**config.mk**
```make
export PLATFORM = sky130hd
export DESIGN_NAME = exec_control
export DESIGN_NICKNAME = d
export VERILOG_FILES = /design/src/rtl/exec_control.sv
export SDC_FILE = /design/constraint.sdc
export NUM_CORES = 1
export LEC_CHECK = 0
export CORE_MARGIN = 5
export CORE_UTILIZATION = 40
export DETAILED_ROUTE_END_ITERATION = 10
export GPL_ROUTABILITY_DRIVEN = 0
export PLACE_DENSITY = 0.9
export SYNTH_ARGS = -nofsm -noshare
export SYNTH_HDL_FRONTEND = slang
export SYNTH_SLANG_ARGS = --single-unit
export TNS_END_PERCENT = 10
```
**constraint.sdc**
```tcl
create_clock -name clk_pi -period 2.5 [get_ports clk_pi]
set_input_delay 0.375 -clock clk_pi [delete_from_list [all_inputs] [get_ports clk_pi]]
set_output_delay 0.375 -clock clk_pi [all_outputs]
set_load 0.005 [all_outputs]
```
**src/rtl/exec_control.sv**
```systemverilog
// Execution control FSM: latches one instruction, drives ALU decode strobes for one cycle,
// updates carry/borrow flags, and performs an optional register writeback.
module exec_control (
    input  logic        clk_pi,
    input  logic        reset_pi,
    input  logic        instr_valid_pi,
    input  logic [15:0] instr_pi,
    output logic        instr_ready_po,
    output logic        arith_2op_po,
    output logic        arith_1op_po,
    output logic        addi_po,
    output logic        subi_po,
    output logic        load_or_store_po,
    output logic        stc_cmd_po,
    output logic        stb_cmd_po,
    output logic [2:0]  alu_func_po,
    output logic [5:0]  immediate_po,
    output logic [2:0]  reg1_addr_po,
    output logic [2:0]  reg2_addr_po,
    output logic [2:0]  wb_addr_po,
    input  logic [15:0] alu_result_pi,
    input  logic        carry_out_pi,
    input  logic        borrow_out_pi,
    input  logic [15:0] mem_rdata_pi,
    output logic        mem_we_po,
    output logic        wb_en_po,
    output logic [15:0] wb_data_po,
    output logic        carry_flag_po,
    output logic        borrow_flag_po,
    output logic        halted_po
);

    typedef enum logic [1:0] {FETCH, EXECUTE, WRITEBACK, HALTED} state_t;

    localparam logic [3:0]  OP_ARITH2  = 4'b0001;
    localparam logic [3:0]  OP_ARITH1  = 4'b0010;
    localparam logic [3:0]  OP_MOVI    = 4'b0011;
    localparam logic [3:0]  OP_ADDI    = 4'b0100;
    localparam logic [3:0]  OP_SUBI    = 4'b0101;
    localparam logic [3:0]  OP_LOAD    = 4'b0110;
    localparam logic [3:0]  OP_STOR    = 4'b0111;
    localparam logic [3:0]  OP_CONTROL = 4'b1111;
    localparam logic [11:0] CTRL_STC   = 12'h001;
    localparam logic [11:0] CTRL_STB   = 12'h002;
    localparam logic [11:0] CTRL_RESET = 12'hAAA;
    localparam logic [11:0] CTRL_HALT  = 12'hFFF;

    state_t      state, state_next;
    logic [15:0] instr_q;
    logic [3:0]  op;
    logic [11:0] ctrl;
    logic        is_control, writes_back, flag_load, soft_reset, halt_cmd;

    assign op         = instr_q[15:12];
    assign ctrl       = instr_q[11:0];
    assign is_control = (op == OP_CONTROL);
    assign soft_reset = is_control && (ctrl == CTRL_RESET);
    assign halt_cmd   = is_control && (ctrl == CTRL_HALT);
    assign writes_back = (op >= OP_ARITH2) && (op <= OP_LOAD);
    // Branches, NOP, HALT and unknown codes leave the flags untouched.
    assign flag_load  = ((op >= OP_ARITH2) && (op <= OP_STOR)) ||
                        (is_control && ((ctrl == CTRL_STC) || (ctrl == CTRL_STB)));

    // Operand fields always come from the latch, never from the live instruction bus.
    assign alu_func_po  = instr_q[2:0];
    assign immediate_po = instr_q[5:0];
    assign reg1_addr_po = instr_q[8:6];
    assign reg2_addr_po = instr_q[5:3];
    assign wb_addr_po   = instr_q[11:9];

    // NOTE: every output of this block gets a default before the case so no latch is inferred.
    always_comb begin
        state_next       = state;
        instr_ready_po   = 1'b0;
        arith_2op_po     = 1'b0;
        arith_1op_po     = 1'b0;
        addi_po          = 1'b0;
        subi_po          = 1'b0;
        load_or_store_po = 1'b0;
        stc_cmd_po       = 1'b0;
        stb_cmd_po       = 1'b0;
        mem_we_po        = 1'b0;
        wb_en_po         = 1'b0;
        halted_po        = 1'b0;
        case (state)
            FETCH: begin
                instr_ready_po = 1'b1;
                if (instr_valid_pi) state_next = EXECUTE;
            end
            EXECUTE: begin
                arith_2op_po     = (op == OP_ARITH2);
                arith_1op_po     = (op == OP_ARITH1);
                addi_po          = (op == OP_ADDI);
                subi_po          = (op == OP_SUBI);
                load_or_store_po = (op == OP_LOAD) || (op == OP_STOR);
                stc_cmd_po       = is_control && (ctrl == CTRL_STC);
                stb_cmd_po       = is_control && (ctrl == CTRL_STB);
                mem_we_po        = (op == OP_STOR);
                if (writes_back)   state_next = WRITEBACK;
                else if (halt_cmd) state_next = HALTED;
                else               state_next = FETCH;
            end
            WRITEBACK: begin
                wb_en_po   = 1'b1;
                state_next = FETCH;
            end
            HALTED: begin
                halted_po = 1'b1;
            end
            default: state_next = FETCH;
        endcase
    end

    // NOTE: sequential state uses non-blocking assignments so all registers update from pre-edge values.
    always_ff @(posedge clk_pi or posedge reset_pi) begin
        if (reset_pi) begin
            state          <= FETCH;
            instr_q        <= '0;
            carry_flag_po  <= 1'b0;
            borrow_flag_po <= 1'b0;
            wb_data_po     <= '0;
        end else begin
            state <= state_next;
            if (state == FETCH && instr_valid_pi) instr_q <= instr_pi;
            if (state == EXECUTE) begin
                if (soft_reset) begin
                    carry_flag_po  <= 1'b0;
                    borrow_flag_po <= 1'b0;
                end else if (flag_load) begin
                    carry_flag_po  <= carry_out_pi;
                    borrow_flag_po <= borrow_out_pi;
                end
                if (op == OP_LOAD)      wb_data_po <= mem_rdata_pi;
                else if (op == OP_MOVI) wb_data_po <= {10'b0, instr_q[5:0]};
                else                    wb_data_po <= alu_result_pi;
            end
        end
    end

endmodule

```
# Yosys cells after proc, flatten, opt, wreduce, memory -nomap -nowiden
# Index checks and enable logic that the tools add are counted.
# word_totals
regBits	36
input_bits	53
output_inout_bits	47
elab_cells	61
# op_classes
n_lt_le_gt_ge	3
n_eq_ne	16
n_mux	21
reduce_logical	16
# ops
operator	count
$mux W16	2
$eq A12 B12 Y1 const B	2
$eq A4 B3 Y1 const B	4
$mux W1	15
$eq A12 B1 Y1 const B	1
$eq A12 B2 Y1 const B	1
$eq A4 B2 Y1 const B	2
$le A4 B3 Y1 const B	2
$logic_and A1 B1 Y1	8
$mux W2	3
$pmux W2 S3	1
$eq A2 B2 Y1 const B	2
$eq A4 B1 Y1 const B	1
$eq A4 B4 Y1 const B	1
$ge A4 B1 Y1 const B	1
$reduce_and A2 Y1	2
$logic_or A1 B1 Y1	3
$reduce_bool A3 Y1	1
$eq A2 B1 Y1 const B	1
$logic_not A2 Y1	1
$ne A2 B2 Y1 const B	1
$reduce_bool A2 Y1	1

# Depth between registers and ports, before layout
# Gate-level depths: netlist of run 1.
# logic_depth
depth_word	6
depth_mapped	7
mapped_depth_nobuf	5

# Worst setup path after synthesis of run 1
# No wires, ideal clock.
# synth_timing
path_type	reg2out
from	register instr_q[2]
to	output stb_cmd_po
arrival_ns	1.507
required_time_ns	2.125
setup_slack_ns	0.618
path_stages_with_launch	5
path_buffers	0
path_cell_list	dfrtp_1 > or4b_4 > nor4_4 > nand4_1 > nor3b_1
# synth_via
elab_chain_len	3
# synth_lines
element	line	source
from (decl)	49	logic [15:0] instr_q;
from (signal assigned)	124	if (state == FETCH && instr_valid_pi) instr_q <= instr_pi;
$eq A12 B2 Y1	97	stb_cmd_po = is_control && (ctrl == CTRL_STB);
$logic_and A1 B1 Y1	97	
$mux W1	85	case (state)
to (decl)	15	output logic stb_cmd_po,
# No other way between the ends.

# Final worst setup path of run 1
# layout_timing
from	register instr_q[10]
to	output stb_cmd_po
# The elaborated chain is that of the path after synthesis.

==> run_results.csv, run 1 <==
group,metric,value,unit
timing,tightest_slew,0.816,ns
yosys,ys_seq_elements,36,
global_routing,grt.overflow.total,0,
yosys,synth-seq-area-share,0.464,
floorplan,coreArea,4720,um^2
route,routedWlPerCell,16.6,um
clock_tree,htree_levels,2,
placement,port_buffers,99,
timing,slew_headroom,0.456,
setup_path,crit_arrival,2.05,ns
floorplan,io_pins,100,
route,drc,0,
run,max_cap_violations,0,
finish,ff_latch_area,901,um^2
timing,maxSlewViolCount,0,
setup_path,critPathTopFamily,"simple AND/OR/NAND/NOR gates",
floorplan,dieArea,6350,um^2
setup_path,critPathSlowestCell,"or4b_4",
route,drtIter0Drc,78,
placement,pre_cts_slack,0.0199,ns
route,first_pass_iters,4,
timing,final.setup.worst_slack,0.0768,ns
timing,hold_violations,0,
yosys,synth_area,1940,um^2
setup_path,cp_data_required_time,2.12,ns
clock_tree,cts_made_buffers,5,
setup_path,crit_buf_inv,2,
clock_tree,clock_path_buffers,2,
clock_tree,insertion_delay,0.29,ns
hold_path,min_path_type,"flip-flop to flip-flop",
finish,drive_above_1_share,0.163,
yosys,ys_types,34,
floorplan,rows,25,
finish,area_growth,57.1,%
yosys,synth_warnings,0,
clock_tree,clockRootBuffer,"clkbuf_8",
setup_path,worstSetupEndpointType,"primary output",
global_routing,grt_pass1_vias,1887,
yosys,netlist_instances,190,
global_routing,antenna_found_initial,0,
setup_path,cp_max_fo,2,
setup_path,cp_cell_sequence,"or4b_4 -> nor4_4 -> nand4_1 -> buf_4 -> nor3b_2 -> buf_2",
floorplan,die_y,79.7,um
clock_tree,clk_pin_slew_worst_paths,0.07,ns
power_and_ir_drop,ir_drop,681,uV
finish,diodes,0,
power_and_ir_drop,power_leakage,1.24,nW
timing,period_minus_slack,2.42,ns
floorplan,initial_utilization,0.411,
timing,final.period_utilization,0.969,
placement,dp_hpwl,4.36,mm
route,wl,5.81,mm
finish,multiInputGateArea,861,um^2
timing,fmax,413,MHz
global_routing,grt_pass1_wl,9.25,mm
route,vias,1809,
timing,fin_setup_tns,0,ns
route,vias_per_cell,5.18,
timing,rsz0062_at_grt,"yes",
clock_tree,cts_tree,"built",
timing,clock_skew,0.00577,ns
setup_path,slowest_delay,0.55,ns
route,ant_nets,0,
yosys,synth.net_count,243,
setup_path,worstSetupPathType,"flip-flop to primary output",
setup_path,rrSetupSlack,0.52,ns
global_routing,groute.usage.overall,0.187,
clock_tree,clock-sinks,36,
global_routing,grt_max_degree,37,
finish,fin_nets,334,
yosys,avgSynthCellArea,10.2,um^2
setup_path,worstSetupStartpointType,"flip-flop",
timing,setup_viol,0,
power_and_ir_drop,p_per_area,1110,nW/um^2
floorplan,die_x,79.7,um
status,outcome,"completed",
finish,fill_cells,380,
cells in the mapped netlist:
library cell,n,area share
a211oi_1,6,0.023
a21o_1,9,0.035
a221oi_1,10,0.045
a311o_1,1,0.0052
a41oi_1,1,0.0045
and2_1,2,0.0064
and2b_1,1,0.0039
and4_1,1,0.0045
buf_1,1,0.0019
buf_2,1,0.0026
buf_4,20,0.077
clkbuf_1,7,0.014
dfrtp_1,36,0.46
inv_1,2,0.0039
mux2_2,15,0.087
mux2i_1,6,0.031
nand2_1,7,0.014
nand2b_1,1,0.0032
nand3_1,2,0.0052
nand3b_1,1,0.0039
nand4_1,3,0.0097
nor2_1,32,0.062
nor2_2,1,0.0032
nor2b_1,3,0.0097
nor3_1,6,0.015
nor3_2,1,0.0052
nor3b_1,4,0.015
nor4_1,3,0.0097
nor4_4,1,0.011
o21ai_0,1,0.0026
or3_1,2,0.0064
or4_1,1,0.0039
or4b_4,1,0.0071
xor2_1,1,0.0045
logic make-up after synthesis:
group                     count (synthesis)  synth area share
AOI/OAI and AO/OA                        28             0.115
xor gates and xnor gates                  1           0.00451
buffers and inverters                    31            0.0992
DFF                                      36             0.464
muxes                                    21             0.118
and+or+nand+nor                          73             0.199
report_power, final:
group,total (mW),switching (mW),internal [mW]
Sequential,1.15,0.280,0.872
Clock,0.506,0.211,0.295
Combinational,1.73,0.692,1.04
Total,3.39,1.18,2.21
state kept, by name, indices dropped and copies added, names as in the netlist:
register and count:
state 2, instr_q 16, wb_data_po 16, carry_flag_po 1
borrow_flag_po 1
cell type report:
type,instances,area share
clock buffers,5,0.0226
clock inverters,3,0.0139
inverters,2,0.00246
multi-input cells,123,0.282
flip-flops and latches,36,0.295
well taps,67,0.0275
repair buffers,113,0.356
routing by layer:
| metal | routed length [um] | track usage |
|---|---|---|
| met5 | 0 | 0 |
| met4 | 59 | 0.0515 |
| met3 | 451 | 0.0508 |
| met2 | 3050 | 0.336 |
| met1 | 2250 | 0.217 |
metrics by stage:
step / hold slack (ns) / area (um^2) / utilization / total power [mW] / std cells
CTS: 0.481 / 3050 / 0.645 / 3.41 / 349
floorplan: 0.474 / 1940 / - / 2.07 / 190
global placement: 0.458 / 2910 / 0.617 / 2.82 / 338
detailed placement: 0.465 / 2910 / 0.617 / 2.89 / 338
global route: 0.506 / 3050 / 0.646 / 3.61 / 349
finish: 0.477 / 3050 / 0.646 / 3.39 / 349
worst register-to-register path, cell delays in order (launching register included):
cell and delay (ns):
dfrtp_1 0.39, or4b_4 0.55, nor4_4 0.19, buf_4 0.17
a41oi_1 0.16, a21o_1 0.23, a21o_1 0.18
timing repair:
| action | CTS | global route |
|---|---|---|
| gates resized for setup | 10 | 1 |
| endpoints found under the setup margin | 2 | 3 |
| gates cloned | 0 | 0 |
| pin swaps | 5 | 3 |
| hold buffers | 0 | 0 |
| setup buffers | 3 | 0 |
cells in the final DEF (no fill, tap or decap):
cell type	count
a211oi_1	6
nor4_1	3
a41oi_1	1
nor4_4	1
nand3b_1	1
nor2_1	32
clkinvlp_4	1
a221oi_1	10
nand2_1	7
nor2_2	1
inv_1	2
a311o_1	1
nor3_2	1
xor2_1	1
buf_4	14
or4_1	1
and2_1	2
o21ai_0	1
clkbuf_8	5
mux2_2	15
nor3_1	6
nand4_1	3
clkdlybuf4s50_1	97
nand3_1	2
nor3b_1	2
and2b_1	1
dfrtp_1	36
nor2b_1	2
a21o_1	9
clkinv_2	1
nand2b_1	1
or3_1	2
buf_2	2
bufinv_16	1
nor3b_2	2
or4b_4	1
and4_1	1
nor2b_2	1
mux2i_1	6
final timing paths:
path	startpoint	endpoint	depth (start not counted)
worst max-delay path	instr_q[10]	stb_cmd_po	6
worst min-delay path	wb_data_po[0]	wb_data_po[0]	1
worst max register to register	instr_q[10]	carry_flag_po	6
worst min register to register	wb_data_po[0]	wb_data_po[0]	1
max in group asynchronous	reset_pi	wb_data_po[0]	3
min in group asynchronous	reset_pi	instr_q[12]	3
Note: power is estimated with default switching activity, not from simulation.
==> inputs of run 2 (changes only) <==
Settings changed: PLACE_DENSITY 0.9 to default, PLACE_DENSITY_LB_ADDON from default to 0.12.
==> run 2 against run 1 <==
Against the previous run: hold slack worse by 0.00093 ns; core utilization down 0.50 points; sequential power about the same; combinational power about the same; first-iteration DRC count down 51%; register-to-register slack better by 0.08 ns; wire length down 5.5%; global-route usage down 0.98 points; highest routed layer unchanged.
==> run_results.csv, run 2 (same netlist as run 1, synthesis figures left out) <==
group,metric,value,unit
finish,drive_above_1_share,0.152,
clock_tree,cts_made_buffers,5,
route,vias,1725,
setup_path,worstSetupStartpointType,"flip-flop",
route,ant_nets,0,
global_routing,grt_pass1_wl,8.78,mm
route,vias_per_cell,4.94,
clock_tree,clockRootBuffer,"clkbuf_8",
timing,period_minus_slack,2.50,ns
setup_path,slowest_delay,0.55,ns
hold_path,min_path_type,"flip-flop to flip-flop",
power_and_ir_drop,power_leakage,1.23,nW
clock_tree,cts_tree,"built",
timing,final.period_utilization,0.999,
setup_path,worstSetupEndpointType,"primary output",
timing,clock_skew,0.00614,ns
timing,fin_setup_tns,0,ns
global_routing,grt.overflow.total,0,
finish,final_common_cell,"clkdlybuf4s50_1",
timing,slew_headroom,0.462,
timing,rsz0062_at_grt,"yes",
setup_path,crit_arrival,2.12,ns
timing,maxSlewViolCount,0,
placement,port_buffers,99,
finish,layout_common_cells,"97 x clkdlybuf4s50_1, 36 x dfrtp_1, 32 x nor2_1",
clock_tree,clock_path_buffers,2,
floorplan,initial_utilization,0.411,
finish,fin_nets,334,
clock_tree,clk_pin_slew_worst_paths,0.07,ns
route,drtIter0Drc,38,
floorplan,die_x,79.7,um
route,routedWlPerCell,15.7,um
finish,area_growth,55.9,%
finish,fin_util,0.641,
floorplan,rows,25,
clock_tree,htree_levels,2,
floorplan,dieArea,6350,um^2
global_routing,grt_pass1_vias,1753,
setup_path,critPathTopFamily,"simple AND/OR/NAND/NOR gates",
timing,fmax,400,MHz
run,max_cap_violations,0,
route,drc,0,
status,outcome,"completed",
floorplan,io_pins,100,
global_routing,grt_max_degree,37,
route,wl,5.49,mm
route,first_pass_iters,4,
finish,fill_cells,393,
power_and_ir_drop,ir_drop,751,uV
power_and_ir_drop,p_per_area,1080,nW/um^2
timing,setup_viol,0,
setup_path,crit_buf_inv,2,
setup_path,cp_max_fo,3,
setup_path,critPathSlowestCell,"or4b_4",
setup_path,cp_cell_sequence,"or4b_4 -> nor4_4 -> nand4_1 -> buf_4 -> nor3b_2 -> buf_2",
clock_tree,insertion_delay,0.28,ns
floorplan,die_y,79.7,um
finish,diodes,0,
setup_path,cp_data_required_time,2.12,ns
setup_path,worstSetupPathType,"flip-flop to primary output",
global_routing,groute.usage.overall,0.177,
timing,hold_violations,0,
finish,reg.largest.list,"instr_q (16), wb_data_po (16), state (2)",
global_routing,antenna_found_initial,0,
clock_tree,clock-sinks,36,
placement,dp_hpwl,4.10,mm
floorplan,coreArea,4720,um^2
timing,tightest_slew,0.806,ns
-- run 2: cell types whose count changed in the layout (fill, tap and decap cells not counted) --
| cell | before | now |
|---|---|---|
| bufinv_16 | 1 | 0 |
| clkbuf_1 | 0 | 2 |
| clkbuf_8 | 5 | 6 |
| clkinv_2 | 1 | 0 |
| clkinvlp_4 | 1 | 0 |
| nor2b_1 | 2 | 3 |
| nor2b_2 | 1 | 0 |
-- run 2: power by group --
group	switching, mW	internal, mW
clock	0.193	0.225
combinational	0.670	1.04
sequential	0.266	0.872
total	1.13	2.14
-- run 2: metal layers --
layer  routed length, um  vias up  global-route usage  share of wire
met5                   0        -                   0              0
met4                  42        0              0.0412         0.0077
met3                 393        6              0.0508          0.072
met2                2690       60               0.291           0.49
met1                2360      819               0.229           0.43
li1                    -      840                   -              -
-- run 2: path summary, 6_finish.rpt --
kind,from,end,slack [ns],depth (start not counted)
hold reg to reg,wb_data_po[0],wb_data_po[0],0.48,1
setup reg to reg,instr_q[15],carry_flag_po,0.60,5
setup / recovery,instr_q[10],stc_cmd_po,0.002,6
min in group asynchronous,reset_pi,instr_q[12],0.50,3
max in group asynchronous,reset_pi,instr_q[15],1.68,3
hold / removal,wb_data_po[0],wb_data_po[0],0.48,1
-- run 2: area by class of cell --
cell class | instances | area, um^2 | share of cell area
flip-flops and latches | 36 | 901 | 0.298
well taps | 67 | 83.8 | 0.0277
repair buffers | 113 | 1090 | 0.359
clock buffers | 8 | 90.1 | 0.0298
multi-input cells | 123 | 858 | 0.284
inverters | 2 | 7.51 | 0.00248
-- run 2: what timing repair did --
item                                    in CTS  in global routing
endpoints found under the setup margin       2                  2
pin swaps                                    5                  4
resized for setup                           10                  0
hold buffers                                 0                  0
buffers inserted                             2                  1
-- run 2: stage by stage --
stage	hold WS, ns	power [mW]	instance area, um^2	setup WS (ns)	instances
after floorplan	0.474	2.07	1940	0.618	190
after detailed placement	0.465	2.86	2910	0.0470	338
final	0.476	3.27	3030	0.00229	349
after global placement	0.460	2.84	2910	0.104	338
after CTS	0.481	3.30	3020	-0.0644	348
after global routing	0.500	3.51	3030	-0.0581	349
